===== src/rtl/synth_kbd_pkg.sv =====
// synth_kbd_pkg: scan codes, key indices and frame FSM states for the PS/2 synth keyboard
package synth_kbd_pkg;
    localparam logic [7:0] KEY_A    = 8'h1C;
    localparam logic [7:0] KEY_S    = 8'h1B;
    localparam logic [7:0] KEY_D    = 8'h23;
    localparam logic [7:0] KEY_F    = 8'h2B;
    localparam logic [7:0] CODE_BRK = 8'hF0;
    localparam logic [7:0] CODE_EXT = 8'hE0;
    localparam logic [1:0] IDX_A = 2'd3;
    localparam logic [1:0] IDX_S = 2'd2;
    localparam logic [1:0] IDX_D = 2'd1;
    localparam logic [1:0] IDX_F = 2'd0;
    typedef enum logic [1:0] {IDLE, DATA, PARITY, STOP} frame_state_t;
    // Returns {mapped, index} for a scan code.
    function automatic logic [2:0] key_lookup(input logic [7:0] code);
        return code == KEY_A ? {1'b1, IDX_A} :
               code == KEY_S ? {1'b1, IDX_S} :
               code == KEY_D ? {1'b1, IDX_D} :
               code == KEY_F ? {1'b1, IDX_F} : 3'b000;
    endfunction
    // Highest held key in fixed order A > S > D > F.
    function automatic logic [1:0] top_key(input logic [3:0] mask);
        return mask[3] ? IDX_A : mask[2] ? IDX_S : mask[1] ? IDX_D : IDX_F;
    endfunction
endpackage


===== src/rtl/ps2_frame_rx.sv =====
// ps2_frame_rx: synchronised PS/2 frame receiver with parity, stop and timeout checks
module ps2_frame_rx
    import synth_kbd_pkg::*;
#(
    parameter int SYNC_STAGES    = 2,
    parameter int TIMEOUT_CYCLES = 100000
) (
    input  logic       clock,
    input  logic       reset,
    input  logic       ps2_clk,
    input  logic       ps2_data,
    output logic       byte_valid,
    output logic [7:0] byte_data,
    output logic       frame_error
);
    localparam int TW = $clog2(TIMEOUT_CYCLES);
    logic [SYNC_STAGES-1:0] clk_sync, data_sync;
    logic                   clk_prev, fall, din, timeout, parity;
    logic [2:0]             count;
    logic [7:0]             shreg;
    logic [TW-1:0]          tcnt;
    frame_state_t           state, next_state;
    assign din     = data_sync[SYNC_STAGES-1];
    assign fall    = clk_prev & ~clk_sync[SYNC_STAGES-1];
    assign timeout = state != IDLE && tcnt == TW'(TIMEOUT_CYCLES - 1);
    // Bring the asynchronous pins into the clock domain and keep the last clock level for edge detect
    always_ff @(posedge clock) begin
        if (reset) begin
            clk_sync  <= '0;
            data_sync <= '0;
            clk_prev  <= 1'b0;
        end else begin
            clk_sync  <= {clk_sync[SYNC_STAGES-2:0], ps2_clk};
            data_sync <= {data_sync[SYNC_STAGES-2:0], ps2_data};
            clk_prev  <= clk_sync[SYNC_STAGES-1];
        end
    end
    // Frame state register
    always_ff @(posedge clock) begin
        state <= reset ? IDLE : next_state;
    end
    // Advance only on PS/2 falling edges; a timeout aborts unless an edge arrives the same cycle
    always_comb begin
        next_state = state;
        if (fall) begin
            case (state)
                IDLE:    next_state = din ? IDLE : DATA;
                DATA:    next_state = count == 3'd7 ? PARITY : DATA;
                PARITY:  next_state = STOP;
                default: next_state = IDLE;
            endcase
        end else if (timeout) begin
            next_state = IDLE;
        end
    end
    // Shift in data, judge the frame at the stop bit and run the inactivity counter
    always_ff @(posedge clock) begin
        byte_valid  <= 1'b0;
        frame_error <= 1'b0;
        if (reset) begin
            byte_data <= '0;
            shreg     <= '0;
            parity    <= 1'b0;
            count     <= '0;
            tcnt      <= '0;
        end else begin
            tcnt <= (fall || state == IDLE || timeout) ? '0 : tcnt + 1'b1;
            if (fall) begin
                case (state)
                    IDLE:   count <= '0;
                    DATA: begin
                        shreg[count] <= din;
                        count        <= count + 1'b1;
                    end
                    PARITY: parity <= din;
                    default: begin
                        if (din && ^{shreg, parity}) begin
                            byte_data  <= shreg;
                            byte_valid <= 1'b1;
                        end else begin
                            frame_error <= 1'b1;
                        end
                    end
                endcase
            end else if (timeout) begin
                frame_error <= 1'b1;
            end
        end
    end
endmodule


===== src/rtl/ps2_key_tracker.sv =====
// ps2_key_tracker: decodes A/S/D/F make/break codes into a held mask and last-note priority select
module ps2_key_tracker
    import synth_kbd_pkg::*;
#(
    parameter int SYNC_STAGES    = 2,
    parameter int TIMEOUT_CYCLES = 100000
) (
    input  logic       clock,
    input  logic       reset,
    input  logic       ps2_clk,
    input  logic       ps2_data,
    output logic       byte_valid,
    output logic [7:0] byte_data,
    output logic       frame_error,
    output logic [3:0] key_held,
    output logic       note_valid,
    output logic [1:0] note_select
);
    logic       ext, brk, is_ext, is_brk;
    logic [2:0] hit;
    logic [3:0] bit_mask, held_n;
    logic [1:0] last_n;
    ps2_frame_rx #(.SYNC_STAGES(SYNC_STAGES), .TIMEOUT_CYCLES(TIMEOUT_CYCLES)) u_rx (
        .clock       (clock),
        .reset       (reset),
        .ps2_clk     (ps2_clk),
        .ps2_data    (ps2_data),
        .byte_valid  (byte_valid),
        .byte_data   (byte_data),
        .frame_error (frame_error)
    );
    assign is_ext   = byte_data == CODE_EXT;
    assign is_brk   = byte_data == CODE_BRK;
    assign hit      = key_lookup(byte_data);
    assign bit_mask = 4'b0001 << hit[1:0];
    // Next key mask and last-note choice; a released last note falls back to the highest held key
    always_comb begin
        held_n = key_held;
        last_n = note_select;
        if (byte_valid && !is_ext && !is_brk && !ext && hit[2]) begin
            if (!brk) begin
                held_n = key_held | bit_mask;
                last_n = (key_held & bit_mask) != 4'b0 ? note_select : hit[1:0];
            end else begin
                held_n = key_held & ~bit_mask;
                last_n = (hit[1:0] == note_select && held_n != 4'b0) ? top_key(held_n) : note_select;
            end
        end
    end
    // Register key state and prefix flags; prefixes persist across frame errors
    always_ff @(posedge clock) begin
        if (reset) begin
            key_held    <= '0;
            note_valid  <= 1'b0;
            note_select <= '0;
            ext         <= 1'b0;
            brk         <= 1'b0;
        end else begin
            key_held    <= held_n;
            note_valid  <= |held_n;
            note_select <= last_n;
            if (byte_valid) begin
                ext <= is_ext ? 1'b1 : is_brk ? ext : 1'b0;
                brk <= is_brk ? 1'b1 : is_ext ? brk : 1'b0;
            end
        end
    end
endmodule


===== config.mk =====
export PLATFORM = sky130hd
export DESIGN_NAME = ps2_key_tracker
export DESIGN_NICKNAME = d
export VERILOG_FILES = /design/src/rtl/synth_kbd_pkg.sv /design/src/rtl/ps2_frame_rx.sv /design/src/rtl/ps2_key_tracker.sv
export SDC_FILE = /design/constraint.sdc
export NUM_CORES = 1
export LEC_CHECK = 0
export ABC_AREA = 1
export BUFFER_PORTS_ARGS = -buffer_cell sky130_fd_sc_hd__clkbuf_2
export CORE_AREA = 2 2 78 80
export CTS_CLUSTER_DIAMETER = 150
export DETAILED_ROUTE_END_ITERATION = 6
export DIE_AREA = 0 0 80 82
export PLACE_DENSITY_LB_ADDON = 0.05
export SKIP_LAST_GASP = 1
export SLEW_MARGIN = 20
export SYNTH_ARGS = -nofsm -noshare
export SYNTH_HDL_FRONTEND = slang
export SYNTH_HIERARCHICAL = 1
export SYNTH_SLANG_ARGS = --single-unit
export TNS_END_PERCENT = 100

===== constraint.sdc =====
create_clock -name clock -period 1.57 [get_ports clock]
set_clock_uncertainty 0.1 [all_clocks]
set_input_delay 0.314 -clock clock [delete_from_list [all_inputs] [get_ports clock]]
set_output_delay 0.314 -clock clock [all_outputs]
set_load 0.02 [all_outputs]

==> metrics.yaml <==
wl_per_cell_um: 11.3
dp_hpwl_mm: 4.64
path_max_fanout: 9
cts_sinks: 55
stdcell_area_um2: 3930
power.total_w: 0.00218
clk_pin_slew_worst_paths_ns: 0.09
hold_path_class: "input pin to register"
dp_slack_ns: -0.0242
die_x_um: 80
multi_input_area_um2: 1810
htreeDepth: 2
yosysWarnings: 6
die_h_um: 82
gr-usage-met2_pct: 36.4
crit_required_ns: 1.67
crit_slowest_cell: "dfxtp_2"
worst-path-buf-inv: 1
first_pass_iters: 4
cpMostUsedCell: "nand2_1"
diodes: 0
cap_violations: 0
antenna_found_initial: 0
yosysTopAreaCell: "dfxtp_1"
rows: 28
async_flop_share_pct: 0
worstHoldStart: "ps2_data"
dpl_cell_area_um2: 3490
clockBufferDepth: 2
synth_common_cells: "nand2_1 (113), inv_1 (67), nor2_1 (61)"
setup_viol: 2
clock.fmax_ghz: 0.625
outcome: "finished with violations"
cpPeakStageDelay_ns: 0.34
failed_checks: "negative setup slack"
yosysSeqAreaShare_pct: 36.3
die-area_um2: 6560
via_per_inst: 4.85
busiest_layer: "met2"
timing.final.crit_share_pct: 102
cts_made_buffers: 5
finalCriticalPeriod_ns: 1.60
gp_congestion: 0.877
synthTopCellsByArea: "dfxtp_1 (36%), nand2_1 (14%), inv_1 (8.3%)"
powerDensity_nw_per_um2: 554
critPathArrivalTime_ns: 1.70
grt_overflow: 0
maxSlewViolCount: 0
ys_types: 37
worst_pin_slew_ns: 0.370
layout-drive-gt1-share_pct: 35.5
r2r_start: "u_rx/byte_data[1]"
start_kind: "register"
setup-tns-final_ns: -0.0567
cp_top_family: "simple AND/OR/NAND/NOR gates"
clkLatencyLatePin_ns: 0.30
ys_seq_elements: 55
drtAntennaViolNets: 0
syn_area_per_cell_um2: 6.75
grt_setup_unrepaired: "true"
io_pins: 21
reg2reg_slack_ns: -0.03
portBuffers: 20
vias: 2878
hold_depth: 3
grtUsageMet1_pct: 25.9
r2r-end: "note_select[1]"
synth_cells: 449
cts-root-buf: "clkbuf_8"
finalHoldViolCount: 0
synth.top_cell.area_share_pct: 36.3
fill_cells: 498
cp_cell_sequence: "inv_1, nand2_2, nor2_4, nand2_8, nand3_1, nand2_1, nand2_1, nand2_1, nand2_2, nand3_2, nand2_1, nor2_1"
regArea_um2: 1150
p_leak_nw: 1.76
drtIter0Drc: 142
syn_area_um2: 3030
drc: 0
setup_ws_ns: -0.0288
groute.usage.overall_pct: 20.5
cts_tree: "built"
syn_nets: 456
crit_path_end_kind: "register"
reg2regPathDepth: 12
grt_pass1_vias: 2576
area_growth_syn_to_layout_pct: 29.5
synth_most_common_cell: "nand2_1"
start_util_pct: 52.8
hold_slack_ns: 0.0959
ir_drop_v: 0.000323
coreArea_um2: 5750
grt_max_degree: 20
grt_pass1_wl_mm: 10.9
totalWireLength_mm: 6.69
nets: 526
holdPathEnd: "u_rx/data_sync[0]"
worstSetupPathType: "register to register"
synth_edf_count: 0
relSlewSlack_pct: 75.1
gr-usage-met3_pct: 2.97
synthFlopType: "dfxtp_1"
crit_cells: 12
==> state kept, by name, indices dropped and copies added (netlist names), 2 cells and up <==
name            cells
u_rx/byte_data      8
note_select         2
u_rx/clk_sync       2
key_held            4
u_rx/shreg          8
u_rx/count          3
u_rx/tcnt          17
u_rx/data_sync      2
u_rx/state          2
==> power breakdown <==
| part | leakage (nW) | internal [W] | total [W] | switching, W |
|---|---|---|---|---|
| clock | 0.0371 | 0.000299 | 0.000718 | 0.000419 |
| sequential | 0.459 | 0.00139 | 0.00139 | 0.00000627 |
| combinational | 1.27 | 0.0000257 | 0.0000661 | 0.0000404 |
==> logic make-up after synthesis <==
kind of cell | synth area share, %
simple gates | 39.8
buf+inv | 10.7
flops | 36.3
compound gates | 8.75
xor+xnor | 3.18
fa+ha+maj | 1.24
==> worst max-delay path by stage <==
| stage | startpoint | endpoint |
|---|---|---|
| finish | u_rx/byte_data[1] | note_select[1] |
| global route | u_rx/tcnt[0] | u_rx/tcnt[14] |
| CTS | u_rx/byte_data[4] | note_select[0] |
| detailed placement | u_rx/shreg[1] | u_rx/byte_data[0] |
| global placement | u_rx/byte_data[5] | note_select[0] |
| floorplan | u_rx/tcnt[0] | u_rx/tcnt[14] |
==> worst reg2reg max path: stages (launching register included) <==
cell     delay, ns
dfxtp_2       0.34
inv_1         0.07
nand2_2       0.09
nor2_4        0.19
nand2_8       0.11
nand3_1       0.11
nand2_1       0.07
nand2_1       0.07
nand2_1       0.06
nand2_2       0.11
nand3_2       0.08
nand2_1       0.07
nor2_1        0.04
==> final cells by class <==
type                            count  area share, %
Tap cell                           75           2.39
Clock buffer                        6           1.85
Multi-Input combinational cell    313           46.1
Inverter                           75           7.30
Timing Repair Buffer               69           13.0
Sequential cell                    55           29.4
==> routing by layer <==
| layer | routed length (um) | up-vias |
|---|---|---|
| li1 | - | 1540 |
| met1 | 3180 | 1298 |
| met2 | 3260 | 32 |
| met3 | 172 | 8 |
| met4 | 70 | 0 |
| met5 | 0 | - |
==> through the flow <==
stage | util, % | std cells
final | 68.3 | 593
after global placement | 60.7 | 573
after detailed placement | 60.7 | 573
after global routing | 68.3 | 593
after floorplan | - | 449
after CTS | 63.6 | 583
==> layout by cell type (no fill, tap or decap), drive strengths merged, types with 5 or more instances in the layout <==
| cell type | n |
|---|---|
| inv | 75 |
| nor2 | 73 |
| clkbuf | 27 |
| dfxtp | 55 |
| o21ai | 15 |
| nand4 | 12 |
| a21oi | 30 |
| nor3 | 5 |
| buf | 48 |
| nand2 | 130 |
| nand3 | 24 |
| xor2 | 9 |
==> timing repair <==
| action | in CTS | in global routing |
|---|---|---|
| gates resized for setup | 15 | 68 |
| endpoints found under the setup margin | 12 | 41 |
| cloned | 1 | 1 |
| pin swaps | 7 | 23 |
| hold buffers | 0 | 0 |
| buffers inserted | 3 | 9 |
(Power assumes the default switching activity.)
